[src/rtl/invaders_march_controller.sv]
`timescale 1ns/1ps
// invaders_march_controller: frame-rate sequencer for the invader formation.
//   Decides which frames step the formation sideways, when it drops a row and
//   reverses, and how fast it marches as invaders are destroyed.
// Ports:
//   clk, resetN (async, active-low)
//   startOfFrame, waveStart, playerHit : one-cycle pulses in
//   aliveCount                         : invaders currently alive
//   atRightEdge, atLeftEdge            : formation touches a play-field limit
//   stepPulse, dropPulse               : one-cycle motion commands (registered)
//   dirLeft                            : 0 = marching right, 1 = marching left
//   period                             : current step period in frames
//   waveClear                          : level, wave finished
//   state                              : FSM code (0 IDLE,1 MARCH,2 DROP,3 PAUSE,4 CLEARED)
// Optional feature macro: MARCH_PAUSE_EN (freeze the march after a player hit).
module invaders_march_controller #(
  parameter int MAX_ALIVE    = 40,
  parameter int ALIVE_W      = 6,
  parameter int BASE_PERIOD  = 20,
  parameter int MIN_PERIOD   = 1,
  parameter int SPEEDUP_DIV  = 2,
  parameter int PAUSE_FRAMES = 60
) (
  input  logic               clk,
  input  logic               resetN,
  input  logic               startOfFrame,
  input  logic               waveStart,
  input  logic [ALIVE_W-1:0] aliveCount,
  input  logic               atRightEdge,
  input  logic               atLeftEdge,
  input  logic               playerHit,
  output logic               stepPulse,
  output logic               dropPulse,
  output logic               dirLeft,
  output logic [4:0]         period,
  output logic               waveClear,
  output logic [2:0]         state
);

  typedef enum logic [2:0] {
    S_IDLE    = 3'd0,
    S_MARCH   = 3'd1,
    S_DROP    = 3'd2,
    S_PAUSE   = 3'd3,
    S_CLEARED = 3'd4
  } state_t;

  localparam logic [31:0] MAX_A  = 32'(MAX_ALIVE);
  localparam logic [31:0] BASE_P = 32'(BASE_PERIOD);
  localparam logic [31:0] MIN_P  = 32'(MIN_PERIOD);
  localparam logic [31:0] DIV    = 32'(SPEEDUP_DIV);

  state_t      r_state, w_state_nxt;
  logic        r_step, r_drop, r_dir, r_clear;
  logic [4:0]  r_frame_cnt, r_period;
  logic        w_step_nxt, w_drop_nxt, w_dir_nxt, w_clear_nxt;
  logic [4:0]  w_frame_nxt;
  logic        w_zero, w_last, w_edge, w_hit;
  logic [31:0] w_alive_ext, w_alive_c, w_reduce, w_period_full;

  assign stepPulse = r_step;
  assign dropPulse = r_drop;
  assign dirLeft   = r_dir;
  assign period    = r_period;
  assign waveClear = r_clear;
  assign state     = r_state;

  // Period: clamp the alive count first so the subtraction never underflows,
  // then saturate at MIN_PERIOD.
  always_comb begin
    w_alive_ext   = 32'(aliveCount);
    w_alive_c     = (w_alive_ext > MAX_A) ? MAX_A : w_alive_ext;
    w_reduce      = (MAX_A - w_alive_c) / DIV;
    w_period_full = ((w_reduce + MIN_P) >= BASE_P) ? MIN_P : (BASE_P - w_reduce);
  end

  assign w_zero = (aliveCount == '0);
  // Step decision point: frameCnt+1 has reached the (possibly just shortened) period.
  assign w_last = (({1'b0, r_frame_cnt} + 6'd1) >= {1'b0, r_period});
  // Only the edge in the current marching direction matters.
  assign w_edge = r_dir ? atLeftEdge : atRightEdge;

`ifdef MARCH_PAUSE_EN
  localparam int PCW = (PAUSE_FRAMES < 2) ? 1 : $clog2(PAUSE_FRAMES + 1);
  logic [PCW-1:0] r_pause_cnt, w_pause_nxt;
  logic           r_ret_drop, w_ret_nxt;  // 1: resume in DROP (drop still pending)
  logic           w_pause_done;
  assign w_hit        = playerHit && ((r_state == S_MARCH) || (r_state == S_DROP));
  assign w_pause_done = startOfFrame && (r_pause_cnt <= PCW'(1));
`else
  logic w_unused_ok;
  assign w_unused_ok = playerHit ^ (PAUSE_FRAMES != 0);
  assign w_hit       = 1'b0;
`endif

  // State register
  always_ff @(posedge clk or negedge resetN) begin
    if (!resetN) r_state <= S_IDLE;
    else         r_state <= w_state_nxt;
  end

  // Next-state logic; priority: wave cleared > player hit > frame processing
  always_comb begin
    w_state_nxt = r_state;
    case (r_state)
      S_IDLE:    if (waveStart) w_state_nxt = S_MARCH;
      S_MARCH: begin
        if (w_zero)                               w_state_nxt = S_CLEARED;
        else if (w_hit)                           w_state_nxt = S_PAUSE;
        else if (startOfFrame && w_last && w_edge) w_state_nxt = S_DROP;
      end
      S_DROP: begin
        if (w_zero)            w_state_nxt = S_CLEARED;
        else if (w_hit)        w_state_nxt = S_PAUSE;
        else if (startOfFrame) w_state_nxt = S_MARCH;
      end
`ifdef MARCH_PAUSE_EN
      S_PAUSE: begin
        if (w_zero)            w_state_nxt = S_CLEARED;
        else if (w_pause_done) w_state_nxt = r_ret_drop ? S_DROP : S_MARCH;
      end
`endif
      S_CLEARED: if (waveStart) w_state_nxt = S_MARCH;
      default:   w_state_nxt = S_IDLE;
    endcase
  end

  // Output / datapath next values
  always_comb begin
    w_step_nxt  = 1'b0;
    w_drop_nxt  = 1'b0;
    w_dir_nxt   = r_dir;
    w_clear_nxt = r_clear;
    w_frame_nxt = r_frame_cnt;
`ifdef MARCH_PAUSE_EN
    w_pause_nxt = r_pause_cnt;
    w_ret_nxt   = r_ret_drop;
`endif
    case (r_state)
      S_IDLE: begin
        if (waveStart) begin
          w_frame_nxt = '0;
          w_dir_nxt   = 1'b0;
        end
      end
      S_MARCH: begin
        if (w_zero) begin
          w_clear_nxt = 1'b1;
        end else if (w_hit) begin
`ifdef MARCH_PAUSE_EN
          w_pause_nxt = PCW'(PAUSE_FRAMES);
          w_ret_nxt   = 1'b0;
`endif
        end else if (startOfFrame) begin
          if (!w_last) begin
            w_frame_nxt = r_frame_cnt + 5'd1;
          end else begin
            w_frame_nxt = '0;
            w_step_nxt  = !w_edge;
          end
        end
      end
      S_DROP: begin
        if (w_zero) begin
          w_clear_nxt = 1'b1;
        end else if (w_hit) begin
`ifdef MARCH_PAUSE_EN
          w_pause_nxt = PCW'(PAUSE_FRAMES);
          w_ret_nxt   = 1'b1;
`endif
        end else if (startOfFrame) begin
          w_drop_nxt  = 1'b1;
          w_dir_nxt   = !r_dir;
          w_frame_nxt = '0;
        end
      end
`ifdef MARCH_PAUSE_EN
      S_PAUSE: begin
        if (w_zero) begin
          w_clear_nxt = 1'b1;
        end else if (w_pause_done) begin
          w_pause_nxt = '0;
          w_frame_nxt = '0;
        end else if (startOfFrame) begin
          w_pause_nxt = r_pause_cnt - PCW'(1);
        end
      end
`endif
      S_CLEARED: begin
        if (waveStart) begin
          w_clear_nxt = 1'b0;
          w_dir_nxt   = 1'b0;
          w_frame_nxt = '0;
        end
      end
      default: ;
    endcase
  end

  always_ff @(posedge clk or negedge resetN) begin
    if (!resetN) begin
      r_step      <= 1'b0;
      r_drop      <= 1'b0;
      r_dir       <= 1'b0;
      r_clear     <= 1'b0;
      r_frame_cnt <= '0;
      r_period    <= 5'(BASE_PERIOD);
    end else begin
      r_step      <= w_step_nxt;
      r_drop      <= w_drop_nxt;
      r_dir       <= w_dir_nxt;
      r_clear     <= w_clear_nxt;
      r_frame_cnt <= w_frame_nxt;
      r_period    <= 5'(w_period_full);
    end
  end

`ifdef MARCH_PAUSE_EN
  always_ff @(posedge clk or negedge resetN) begin
    if (!resetN) begin
      r_pause_cnt <= '0;
      r_ret_drop  <= 1'b0;
    end else begin
      r_pause_cnt <= w_pause_nxt;
      r_ret_drop  <= w_ret_nxt;
    end
  end
`endif

endmodule

[config.mk]
export PLATFORM = sky130hd
export DESIGN_NAME = invaders_march_controller
export DESIGN_NICKNAME = d
export VERILOG_FILES = /design/src/rtl/invaders_march_controller.sv
export SDC_FILE = /design/constraint.sdc
export NUM_CORES = 1
export LEC_CHECK = 0
export BUFFER_PORTS_ARGS = -buffer_cell sky130_fd_sc_hd__buf_2
export CORE_ASPECT_RATIO = 0.6
export CORE_MARGIN = 1
export CORE_UTILIZATION = 37
export DETAILED_ROUTE_END_ITERATION = 8
export SYNTH_ARGS = -nofsm -noshare
export SYNTH_HDL_FRONTEND = slang
export SYNTH_SLANG_ARGS = --single-unit
[constraint.sdc]
create_clock -name clk -period 2.1 [get_ports clk]
set_clock_uncertainty 0.2 [all_clocks]
set_input_delay 0.42 -clock clk [delete_from_list [all_inputs] [get_ports clk]]
set_output_delay 0.42 -clock clk [all_outputs]
set_load 0.02 [all_outputs]
==> Yosys cells after proc, flatten, opt, wreduce, memory -nomap -nowiden <==
Index checks and enable logic that the tools add are counted.
{ "classes": {"bitwise_logic": 0, "n_eq_ne": 12, "n_mux": 29, "order_cmp": 3, "n_reduce_logical": 15, "n_mul": 0, "n_addsub": 5, "div": 0, "n_shift": 0} }
{ "op_table": {"columns": ["cell", "count"], "rows": [
  ["5-bit two-way mux", 7],
  ["31-bit by 1-bit adder with 32-bit output, second input constant", 1],
  ["32-bit by 5-bit >= comparator with 1-bit output, second input constant", 1],
  ["3-bit two-way mux", 5],
  ["5-bit one-hot mux with 3 select lines", 1],
  ["1-bit two-way mux", 12],
  ["2-bit != test, second input constant", 5],
  ["3-bit one-hot mux with 3 select lines", 1],
  ["6-bit by 6-bit subtractor with 7-bit output, first input constant", 1],
  ["5-bit by 1-bit adder with 6-bit output, second input constant", 1],
  ["6-bit by 5-bit >= comparator with 1-bit output", 1],
  ["6-bit > comparator, second input constant", 1],
  ["6-bit logical NOT", 1],
  ["6-bit two-way mux", 1],
  ["3-bit != test, second input constant", 2],
  ["3-bit AND reduction", 2],
  ["6-bit AND reduction", 1],
  ["5-bit by 1-bit adder with 5-bit output, second input constant", 1],
  ["5-bit subtractor, first input constant", 1],
  ["2-bit by 1-bit != test with 1-bit output, second input constant", 2],
  ["1-bit one-hot mux with 2 select lines", 2],
  ["4-bit AND reduction", 1],
  ["2-bit nonzero test", 2],
  ["2-bit OR reduction", 2],
  ["7 further kinds", 9]
]} }
{ "word_totals": {"register_bits": 17, "memories": 0, "rom_bits": 0, "in_bits": 13, "output_inout_bits": 12, "latch_bits": 0, "word_cells": 71, "mem_bits_rw": 0} }

==> Depth between registers and ports, before layout <==
{ "depth": {"word_depth": 7, "mapped_depth": 13, "mapped_depth_nobuf": 12} }

==> Least setup slack after synthesis <==
No wires, ideal clock.
{ "synth_path": {"path_kind": "input port to flip-flop", "startpoint": "in aliveCount[4]", "endpoint": "reg r_period[4] (netlist: period[4])", "setup_time_ns": 0.090, "path_buffers": 1, "stages": 13, "slack_ns": -0.858, "arrival_time_ns": 2.668, "t_required_ns": 1.810, "cell_sequence": "buf_2 -> o21ai_1 -> nand2_1 -> ha_1 -> inv_2 -> xnor2_1 -> ha_1 -> nand2b_1 -> or3_1 -> a31oi_1 -> o221a_2 -> o31ai_2 -> nor4_2"} }
{ "synth_between": {"elab_chain_cells": 6, "elab_cells_between_ends": 7, "cone_classes": "add/sub: 3; order compare: 2; mux: 2"} }
{ "synth_rtl": {"columns": ["item", "line_no", "rtl"], "rows": [
  ["start, declared", "28", "input logic [ALIVE_W-1:0] aliveCount,"],
  ["6-bit > comparator", "72", "w_alive_c = (w_alive_ext > MAX_A) ? MAX_A : w_alive_ext;"],
  ["6-bit two-way mux *", "72", null],
  ["6-bit by 6-bit subtractor with 7-bit output *", "73", "w_reduce = (MAX_A - w_alive_c) / DIV;"],
  ["31-bit by 1-bit adder with 32-bit output", "74", "w_period_full = ((w_reduce + MIN_P) >= BASE_P) ? MIN_P : (BASE_P - w_reduce);"],
  ["32-bit by 5-bit >= comparator with 1-bit output", "74", null],
  ["5-bit two-way mux *", "74", null],
  ["named net w_period_full[4]", "59", "logic [31:0] w_alive_ext, w_alive_c, w_reduce, w_period_full;"],
  ["end signal, assigned", "207", "r_period <= 5'(BASE_PERIOD);"],
  ["end signal, assigned", "214", "r_period <= 5'(w_period_full);"],
  ["end, declared", "55", "logic [4:0] r_frame_cnt, r_period;"]
]} }
Mark *: on every way through the listed nets, which the timed path passes. The rest lies on a longest branch.
A chain may end at the register's enable or synchronous reset.

==> Final worst setup path <==
{ "layout_path": {"startpoint": "in aliveCount[4]", "endpoint": "reg r_period[1] (netlist: period[1])"} }
Same word-level chain as after synthesis.

==> run_results.csv <==
group,metric,value,unit
run_status,status,"complete, but fails checks",
run_status,violations,"setup timing",
sta,rsz0062_at_grt,"true",
cells_and_area,drive_gt1_share,40.16,%
sta,setup_viol,13,
floorplanning,die_area,4185,sq um
clocking,htreeDepth,1,
grt,overflow,0,
synthesis,synth_area_leaders,"dfrtp_1 (26%), ha_1 (16%), inv_1 (4.4%)",
clocking,cts_inserted_buffers,3,
floorplanning,fp-row-count,17,
drt,drt_iter0_markers,91,
place,gp_congestion,0.9324,
grt,grt.total_usage,19.61,%
clocking,clkTransAtPathRegs,0.07,ns
sta,drv_slew,0,
synthesis,synth-async-reset-ratio,100.0,%
pwr,p_leak,1.054,nW
grt,grt_pass1_wl,6.520,mm
critical_path,crit_type,"in2reg",
drt,firstDrtPassIters,4,
critical_path,worst_r2r_startpoint,"r_frame_cnt[0]",
clocking,cts_tree,"built",
critical_path,crit_path_start_kind,"primary input",
sta,hold_violations,0,
drt,drtAntennaViolNets,0,
synthesis,synth_edf_count,0,
place,portBuffers,23,
synthesis,synth.distinct_cells,48,
synthesis,synthTopCellsByCount,"ha_1 (18), inv_1 (17), nand2_1 (17), dfrtp_1 (15), nor2_1 (13)",
grt,grt_pass1_vias,1463,
synthesis,seq_area_frac_synth,29.48,%
hold_path,hold_end,"stepPulse",
synthesis,synth_area,1451,sq um
cells_and_area,final_net_count,281,
critical_path,r2r_slack,-0.29,ns
clocking,cts_buffer_depth,2,
sta,setup_ws,-0.4715,ns
critical_path,endpoint_kind,"flop",
pwr,p_total,1.305,mW
cells_and_area,n_antenna_cell,0,
synthesis,synth_top_area_share,25.86,%
cells_and_area,areaGrowthSynthToFinish,48.53,%
clocking,clkLatencyLatePin,0.25,ns
clocking,cts-root-buf,"clkbuf_8",
floorplanning,die_w,82.86,um
drt,wl_per_cell,13.26,um
synthesis,synth-main-ff-cell,"dfrtp_1",
critical_path,path_max_fanout,3,
synthesis,synthCells,175,
critical_path,required,2.08,ns
hold_path,holdCritStartpoint,"atRightEdge",
drt,num_vias,1511,
sta,fin_crit_sh,122.5,%
floorplanning,die_h,50.52,um
critical_path,arrival,2.56,ns
grt,antenna_found_initial,0,
drt,wl,3.926,mm
synthesis,synth.avg_cell_area,8.294,sq um
floorplanning,io_pins,25,
drt,viasPerCell,5.105,
synthesis,yosys.area.top_type,"dfrtp_1",
job,maxCapViolations,0,
pwr,peakVddDrop,481.1,uV
pwr,powerDensity,605.5,nW/um^2
critical_path,rr_worst_depth,7,
critical_path,regToRegEndpoint,"r_frame_cnt[3]",
floorplanning,start_util,39.22,%
synthesis,synth_seq_cells,17,
place,detailed_place_hpwl,2.922,mm
cells_and_area,fin_area,2156,sq um
synthesis,ys_warn_count,0,
place,pre_cts_ws,-0.7349,ns
sta,fmax,388.9,MHz
floorplanning,core-area,3701,sq um
synthesis,yosysMostFrequentCell,"ha_1",
drt,drc,0,
hold_path,min_path_type,"in2reg",
place,place_area,1963,sq um
hold_path,whs_path_depth,3,
grt,grt_max_degree,18,
sta,period_needed,2.572,ns
clocking,cts.sinks,17,
per-stage QoR:
stage | instances | TNS (ns) | hold slack [ns] | util, %
6_report | 296 | -3.999 | 0.2828 | 58.25
3_5_place_dp | 281 | -4.614 | 0.1650 | 53.04
4_1_cts | 292 | -3.442 | 0.2789 | 56.69
2_1_floorplan | 181 | -2.367 | -0.07559 | -
3_3_place_gp | 281 | -3.618 | 0.1617 | 53.04
5_1_grt | 296 | -5.768 | 0.2897 | 58.25
cells by family after synthesis:
family          share of synthesized area (%)
simple gates                            21.38
compound gates                          20.26
buf+inv                                 6.552
fa+ha+maj                               15.52
flops                                   29.48
xor+xnor                                4.828
other cells                            0.5174
mux                                     1.465
per-layer routing:
layer,part of all wire [%],global-route usage [%],vias up
met5,0,0,-
li1,-,-,763
met3,5.7,4.605,6
met4,0.92,4.885,0
met1,49,27.00,697
met2,45,31.28,45
cell usage in the layout (no fill, tap or decap), types with 2 or more instances in the layout:
master	count
or3_1	2
xor2_1	2
o31ai_1	3
nand3_2	2
buf_2	21
a21o_1	2
nand3b_1	2
o21ai_1	3
o21ai_0	7
a21oi_1	9
xnor2_1	4
nand2b_1	3
buf_4	43
o221a_2	2
buf_6	4
nor4_1	2
nor2_1	10
nor4_2	2
dfrtp_1	15
nor3_1	4
conb_1	8
clkbuf_8	3
o22ai_1	2
nor2_2	2
nand2_1	16
nand3_1	5
dfstp_2	2
ha_1	15
ha_2	2
inv_1	16
state kept, by name (all words and copies together), names as in the netlist:
name / count
r_frame_cnt: 5
dirLeft: 1
dropPulse: 1
stepPulse: 1
period: 5
state: 3
waveClear: 1
critical path, stage by stage:
cell      delay (ns)
buf_6           0.10
o21ai_4         0.18
nand2_1         0.08
ha_2            0.21
inv_2           0.08
xnor2_2         0.11
ha_2            0.22
nand2b_1        0.07
or3_1           0.31
a31oi_1         0.15
o221a_2         0.24
o31ai_4         0.07
buf_4           0.15
buf_6           0.11
nor2_4          0.07
power breakdown:
group / leakage (nW) / internal, mW / switching, mW
clock network: 0.0228 / 0.134 / 0.109
registers: 0.217 / 0.368 / 0.0614
logic: 0.815 / 0.298 / 0.334
worst max path at each step:
| stage | startpoint | endpoint | cells past startpoint |
|---|---|---|---|
| final | aliveCount[4] | period[1] | 15 |
| after global routing | aliveCount[4] | period[4] | 13 |
| after CTS | aliveCount[4] | period[4] | 13 |
| after detailed placement | aliveCount[3] | period[4] | 13 |
| after global placement | aliveCount[3] | period[4] | 13 |
| after floorplan | aliveCount[4] | period[4] | 13 |
layout make-up:
cell class | instances | area [sq um]
inverters | 18 | 70.07
clock buffers | 4 | 45.04
fillers | 351 | 1545
flip-flops and latches | 17 | 427.9
well taps | 47 | 58.81
repair buffers | 70 | 503.0
multi-input cells | 140 | 1051
what timing repair did:
item                                    4_1_cts  5_1_grt
endpoints found under the setup margin       13       13
buffers inserted                              6        6
resized for setup                            12        7
pin swaps                                     7        3
endpoints found under the hold margin        15        0
hold buffers                                  1        0
(Power assumes the default switching activity.)
